`config.mk`:
```
export PLATFORM = sky130hd
export DESIGN_NAME = tof_cmd_sequencer
export DESIGN_NICKNAME = d
export VERILOG_FILES = /design/src/rtl/tof_pkg.sv /design/src/rtl/tof_cmd_fifo.sv /design/src/rtl/tof_cmd_sequencer.sv
export SDC_FILE = /design/constraint.sdc
export NUM_CORES = 1
export LEC_CHECK = 0
export BUFFER_PORTS_ARGS = -buffer_cell sky130_fd_sc_hd__buf_4
export CAP_MARGIN = 20
export CORE_MARGIN = 5
export CORE_UTILIZATION = 25
export CTS_BUF_LIST = sky130_fd_sc_hd__clkbuf_8
export CTS_CLUSTER_DIAMETER = 30
export DETAILED_ROUTE_END_ITERATION = 6
export PLACE_DENSITY = 0.51
export SLEW_MARGIN = 20
export SYNTH_ARGS = -nofsm -noshare
export SYNTH_HDL_FRONTEND = slang
export SYNTH_SLANG_ARGS = --single-unit
```
`constraint.sdc`:
```
create_clock -name clk -period 5.6 [get_ports clk]
set_input_delay 1.12 -clock clk [delete_from_list [all_inputs] [get_ports clk]]
set_output_delay 1.12 -clock clk [all_outputs]
set_load 0.01 [all_outputs]
```
`src/rtl/tof_pkg.sv`:
```
// tof_pkg: shared encodings for the ToF command sequencer.
// Covers ToF FSM status codes, response codes and sequencer states.
package tof_pkg;
    typedef enum logic [1:0] {ST_IDLE, ST_DRIVE, ST_RELEASE, ST_RESP} state_e;
    localparam logic [1:0] STS_IDLE = 2'b00;
    localparam logic [1:0] STS_BUSY = 2'b01;
    localparam logic [1:0] STS_ACK  = 2'b10;
    localparam logic [1:0] STS_ERR  = 2'b11;
    localparam logic [1:0] RSP_OK         = 2'b00;
    localparam logic [1:0] RSP_SENSOR_ERR = 2'b01;
    localparam logic [1:0] RSP_TIMEOUT    = 2'b10;
    localparam logic [1:0] RSP_ILLEGAL    = 2'b11;
    localparam int REQ_W = 7;
endpackage

```
`src/rtl/tof_cmd_fifo.sv`:
```
// tof_cmd_fifo: request queue, first-word fall-through read, pushes ignored while full.
// empty_nxt exposes the next-cycle empty flag so the parent can register busy.
module tof_cmd_fifo #(
    parameter int WIDTH = 7,
    parameter int DEPTH = 4
) (
    input  logic             clk,
    input  logic             rst_n,
    input  logic             push,
    input  logic             pop,
    input  logic [WIDTH-1:0] din,
    output logic [WIDTH-1:0] dout,
    output logic             full,
    output logic             empty,
    output logic             empty_nxt
);
    localparam int AW = $clog2(DEPTH);
    localparam int CW = AW + 1;
    logic [WIDTH-1:0] mem_q [DEPTH];
    logic [AW-1:0] wr_q, wr_d, rd_q, rd_d;
    logic [CW-1:0] cnt_q, cnt_d;
    logic full_q, full_d, empty_q, empty_d, do_push, do_pop;
    always_comb begin
        do_push = push && !full_q;
        do_pop  = pop && !empty_q;
        wr_d    = wr_q + AW'(do_push);
        rd_d    = rd_q + AW'(do_pop);
        cnt_d   = cnt_q + CW'(do_push) - CW'(do_pop);
        full_d  = cnt_d == CW'(DEPTH);
        empty_d = cnt_d == '0;
    end
    always_ff @(posedge clk) begin
        if (do_push) mem_q[wr_q] <= din;
    end
    always_ff @(posedge clk or negedge rst_n) begin
        if (!rst_n) begin
            wr_q    <= '0;
            rd_q    <= '0;
            cnt_q   <= '0;
            full_q  <= 1'b0;
            empty_q <= 1'b1;
        end else begin
            wr_q    <= wr_d;
            rd_q    <= rd_d;
            cnt_q   <= cnt_d;
            full_q  <= full_d;
            empty_q <= empty_d;
        end
    end
    assign dout      = mem_q[rd_q];
    assign full      = full_q;
    assign empty     = empty_q;
    assign empty_nxt = empty_d;
endmodule

```
`src/rtl/tof_cmd_sequencer.sv`:
```
// tof_cmd_sequencer: drains queued {sensor, cmd} requests into per-sensor nibbles
// and runs the drive/ACK/release handshake against the ToF FSM status bits.
module tof_cmd_sequencer
    import tof_pkg::*;
#(
    parameter int NUM_SENSORS = 8,
    parameter int FIFO_DEPTH  = 4,
    parameter int TIMEOUT     = 50000,
    parameter int TMO_W       = 16
) (
    input  logic                     clk,
    input  logic                     rst_n,
    input  logic                     req_valid,
    output logic                     req_ready,
    input  logic [2:0]               req_sensor,
    input  logic [3:0]               req_cmd,
    output logic [NUM_SENSORS*4-1:0] cmd_o,
    input  logic [NUM_SENSORS*2-1:0] status_i,
    output logic                     rsp_valid,
    output logic [2:0]               rsp_sensor,
    output logic [1:0]               rsp_code,
    output logic                     busy
);
    state_e state_q, state_d;
    logic [TMO_W-1:0] timer_q, timer_d;
    logic [NUM_SENSORS*4-1:0] cmd_q, cmd_d;
    logic [2:0] sens_q, sens_d;
    logic [1:0] code_q, code_d, st;
    logic rsp_valid_q, rsp_valid_d, busy_q, busy_d;
    logic pop, illegal, tmo_hit;
    logic [REQ_W-1:0] f_dout;
    logic f_full, f_empty, f_empty_nxt;
    tof_cmd_fifo #(.WIDTH(REQ_W), .DEPTH(FIFO_DEPTH)) u_fifo (
        .clk       (clk),
        .rst_n     (rst_n),
        .push      (req_valid),
        .pop       (pop),
        .din       ({req_sensor, req_cmd}),
        .dout      (f_dout),
        .full      (f_full),
        .empty     (f_empty),
        .empty_nxt (f_empty_nxt)
    );
    // Only the status pair of the sensor currently being served matters.
    assign st      = status_i[{sens_q, 1'b0} +: 2];
    assign illegal = (32'(f_dout[6:4]) >= NUM_SENSORS) || (f_dout[3:0] == 4'h0);
    assign tmo_hit = timer_q == TMO_W'(TIMEOUT - 1);
    always_comb begin
        state_d     = state_q;
        timer_d     = timer_q;
        cmd_d       = cmd_q;
        sens_d      = sens_q;
        code_d      = code_q;
        rsp_valid_d = 1'b0;
        pop         = 1'b0;
        case (state_q)
            ST_IDLE: begin
                if (!f_empty) begin
                    pop     = 1'b1;
                    sens_d  = f_dout[6:4];
                    timer_d = '0;
                    if (illegal) begin
                        code_d      = RSP_ILLEGAL;
                        rsp_valid_d = 1'b1;
                        state_d     = ST_RESP;
                    end else begin
                        cmd_d = '0;
                        cmd_d[{f_dout[6:4], 2'b00} +: 4] = f_dout[3:0];
                        state_d = ST_DRIVE;
                    end
                end
            end
            ST_DRIVE: begin
                if (st == STS_ACK) begin
                    cmd_d   = '0;
                    timer_d = '0;
                    state_d = ST_RELEASE;
                end else if (st == STS_ERR || tmo_hit) begin
                    cmd_d       = '0;
                    code_d      = (st == STS_ERR) ? RSP_SENSOR_ERR : RSP_TIMEOUT;
                    rsp_valid_d = 1'b1;
                    state_d     = ST_RESP;
                end else begin
                    timer_d = timer_q + 1'b1;
                end
            end
            ST_RELEASE: begin
                if (st != STS_ACK || tmo_hit) begin
                    code_d      = (st != STS_ACK) ? RSP_OK : RSP_TIMEOUT;
                    rsp_valid_d = 1'b1;
                    state_d     = ST_RESP;
                end else begin
                    timer_d = timer_q + 1'b1;
                end
            end
            default: state_d = ST_IDLE;
        endcase
        busy_d = (state_d != ST_IDLE) || !f_empty_nxt;
    end
    always_ff @(posedge clk or negedge rst_n) begin
        if (!rst_n) begin
            state_q     <= ST_IDLE;
            timer_q     <= '0;
            cmd_q       <= '0;
            sens_q      <= '0;
            code_q      <= '0;
            rsp_valid_q <= 1'b0;
            busy_q      <= 1'b0;
        end else begin
            state_q     <= state_d;
            timer_q     <= timer_d;
            cmd_q       <= cmd_d;
            sens_q      <= sens_d;
            code_q      <= code_d;
            rsp_valid_q <= rsp_valid_d;
            busy_q      <= busy_d;
        end
    end
    assign req_ready  = !f_full;
    assign cmd_o      = cmd_q;
    assign rsp_valid  = rsp_valid_q;
    assign rsp_sensor = sens_q;
    assign rsp_code   = code_q;
    assign busy       = busy_q;
endmodule

```
==> impl_metrics.toml <==
[worst_setup_path]
critPathMaxStageDelay_ps = 910
crit_required_ps = 5880
cp_top_family = "flip-flops"
cp-start-kind = "flop"
crit_fanout = 64
criticalPathCategory = "reg2reg"
cp-end-kind = "flop"
worst_ep_arrival_time_ps = 3590
cp_slowest_cell = "dfrtp_1"
path_buf_inv = 1
cp_cell_sequence = "mux4_2 > nor4_4 > o21ai_0 > o211ai_4 > buf_4 > nand2_1 > o31ai_1"

[floorplan]
io_pins = 66
fp.dieH_um = 146.3
initial_core_util = 0.2559
rows = 49
die-area_sq_mm = 0.02140
die_w_um = 146.3
coreArea_sq_mm = 0.01815

[logic_synthesis]
synth_seq_cells = 94
yosysWarnings = 0
synth_top_area_frac = 0.3503
syn-cell-area_sq_mm = 0.004643
avgSynthCellArea_sq_um = 11.67
postSynth.asyncResetShare = 0.7021
synth_area_leaders = "dfrtp_1 (35%), edfxtp_1 (18%), nand2_1 (5.3%)"
synth-main-ff-cell = "dfrtp_1"
synth_edf_count = 28
syn-num-nets = 439
synth_cell_type_count = 63
synth_top_area_cell = "dfrtp_1"
syn_inst = 398
ys_seq_area_frac = 0.5371
netlist_top_cells_count = "dfrtp_1 (65), nand2_1 (65), o21ai_0 (31)"

[route]
ant_nets = 0
dr.pass1.iters = 5
routedWlPerCell_um = 15.72
vias = 3334
drt-total-wl_mm = 10.92
route.met2.wl_mm = 4.860
wl_met1_mm = 5.348
viasPerCell = 4.797
first_iter_violations = 167
route.met3.wl_um = 492
drc = 0
top_layer_used = "met4"

[finish]
fin_cells = 695
nNetsFinal = 502
diodes = 0
n_fill_cell = 1867
drive_gt1_frac = 0.2361
area_delta_synth_final_pct = 20.43
finish.utilization = 0.3081

[sta]
fin_crit_ps = 3311
grt_setup_unrepaired = "no"
setup_viol = 0
tns_ps = 0
worst_slew_pin_slew_ps = 875.7
maxSlewHeadroom = 0.4162
fmax_ghz = 0.3020
maxSlewViolCount = 0
finalHoldViolCount = 0
final.period_utilization = 0.5913
skew_ps = 10.43

[cts]
numClockSinks = 94
root_buffer = "clkbuf_8"
cts.reportedPaths.clkPinSlew_ps = 100
post_cts_buffers = 0
clkLatencyLatePin_ps = 370
cts_buffer_depth = 2
cts_resized = 0
cts_inserted_buffers = 9
h-tree-depth = 3
cts_hold_buf = 0
tritoncts = "yes"

[global_routing]
grt_pass1_wl_mm = 17.72
antenna_found_initial = 0
grt_overflow_total = 0
grt_max_degree = 67
grt.total_usage = 0.1041
grt_pass1_vias = 3285

[run]
maxCapViolCount = 0

[placed_design]
port_buffers = 65
place_hpwl_mm = 7.883
routabilityCongestion = 0.8248
placed_cells = 679

[min_path]
worstHoldPathType = "reg2reg"

[power]
power_density_mw_per_mm2 = 522.7
leakage_uw = 0.002377
max-vdd-ir-drop_mv = 0.1694

[status]
status = "finished clean"
-- placed cells by master, fill, tap and decap left out, types with 4 or more instances in the layout --
master    count
mux4_1        4
inv_1        18
edfxtp_1     28
clkbuf_8      9
o21ai_0      31
mux2_2        7
nor3b_1       4
nor3_1        4
a22o_1        7
o31ai_1      17
ha_1         14
a21oi_1       5
nand3_1      11
mux2i_1       7
dfrtp_1      65
mux4_2        7
and3_1        8
buf_4        67
nor2b_1       4
a21o_1        4
nand2_1      65
nor2_1       16
-- metrics by stage --
stage | total power (uW) | instance area (sq um) | setup slack, ps | hold slack, ps
5_1_grt | 3138 | 5592 | 2058 | 513.9
2_1_floorplan | 2030 | 4643 | 2730 | 457.8
3_5_place_dp | 2442 | 5370 | 2195 | 474.0
3_3_place_gp | 2413 | 5370 | 2241 | 465.4
4_1_cts | 2960 | 5592 | 2296 | 496.5
6_report | 2923 | 5592 | 2289 | 490.6
-- registers in the layout, indices dropped and copies added (netlist names) --
name and count:
busy 1, rsp_code 2, u_fifo.cnt_q 3, u_fifo.mem_q 28, rsp_valid 1, cmd_o 32, u_fifo.full 1, u_fifo.empty 1
rsp_sensor 3, u_fifo.rd_q 2, timer_q 16, state_q 2, u_fifo.wr_q 2
-- logic make-up (layout without fill, tap and decap cells) --
kind of cell / Yosys count / after routing / share of synthesized area
AND/OR/NAND/NOR: 138 / 138 / 0.1496
flip-flops: 94 / 94 / 0.5371
AO/OA/AOI/OAI: 88 / 88 / 0.1404
buffers and inverters: 32 / 100 / 0.02910
multiplexers: 27 / 27 / 0.09431
adder cells (fa/ha/maj): 15 / 15 / 0.04204
XOR/XNOR: 4 / 4 / 0.007547
-- tightest hold or removal path: cells and delay by family (launching register included) --
family           cells  cell delay (ps)
flip-flops           1              350
AND/OR/NAND/NOR      1               50
AO/OA/AOI/OAI        1               60
-- routing by layer --
| layer | vias up | track usage |
|---|---|---|
| met5 | - | 0 |
| met4 | 0 | 0.04751 |
| met3 | 12 | 0.02479 |
| met2 | 91 | 0.1533 |
| met1 | 1631 | 0.1453 |
| li1 | 1600 | - |
-- area by class of cell --
class,count,area [sq um],area share
clock buffer,9,123.9,0.02215
clock inverter,7,97.59,0.01745
inverter,17,63.81,0.01141
multi-input combinational,272,2023,0.3618
sequential,94,2494,0.4460
tap,229,286.5,0.05124
timing repair buffer,67,503.0,0.08995
-- worst paths after layout --
path                                 from         endpoint  slack [ps]  cells after the start
setup / recovery           u_fifo.rd_q[0]        cmd_o[27]        2290                      7
hold / removal                   cmd_o[4]         cmd_o[4]         490                      2
setup reg to reg           u_fifo.rd_q[0]        cmd_o[27]        2290                      7
hold reg to reg                  cmd_o[4]         cmd_o[4]         490                      2
max in group asynchronous           rst_n  u_fifo.cnt_q[0]        4180                      1
min in group asynchronous           rst_n       timer_q[3]         860                      1
-- where the power goes --
group	switching, uW	internal, uW
Sequential	143	858
Combinational	860	555
Clock	252	255
Total	1250	1670
No activity file was read; power rests on OpenSTA's default activity.
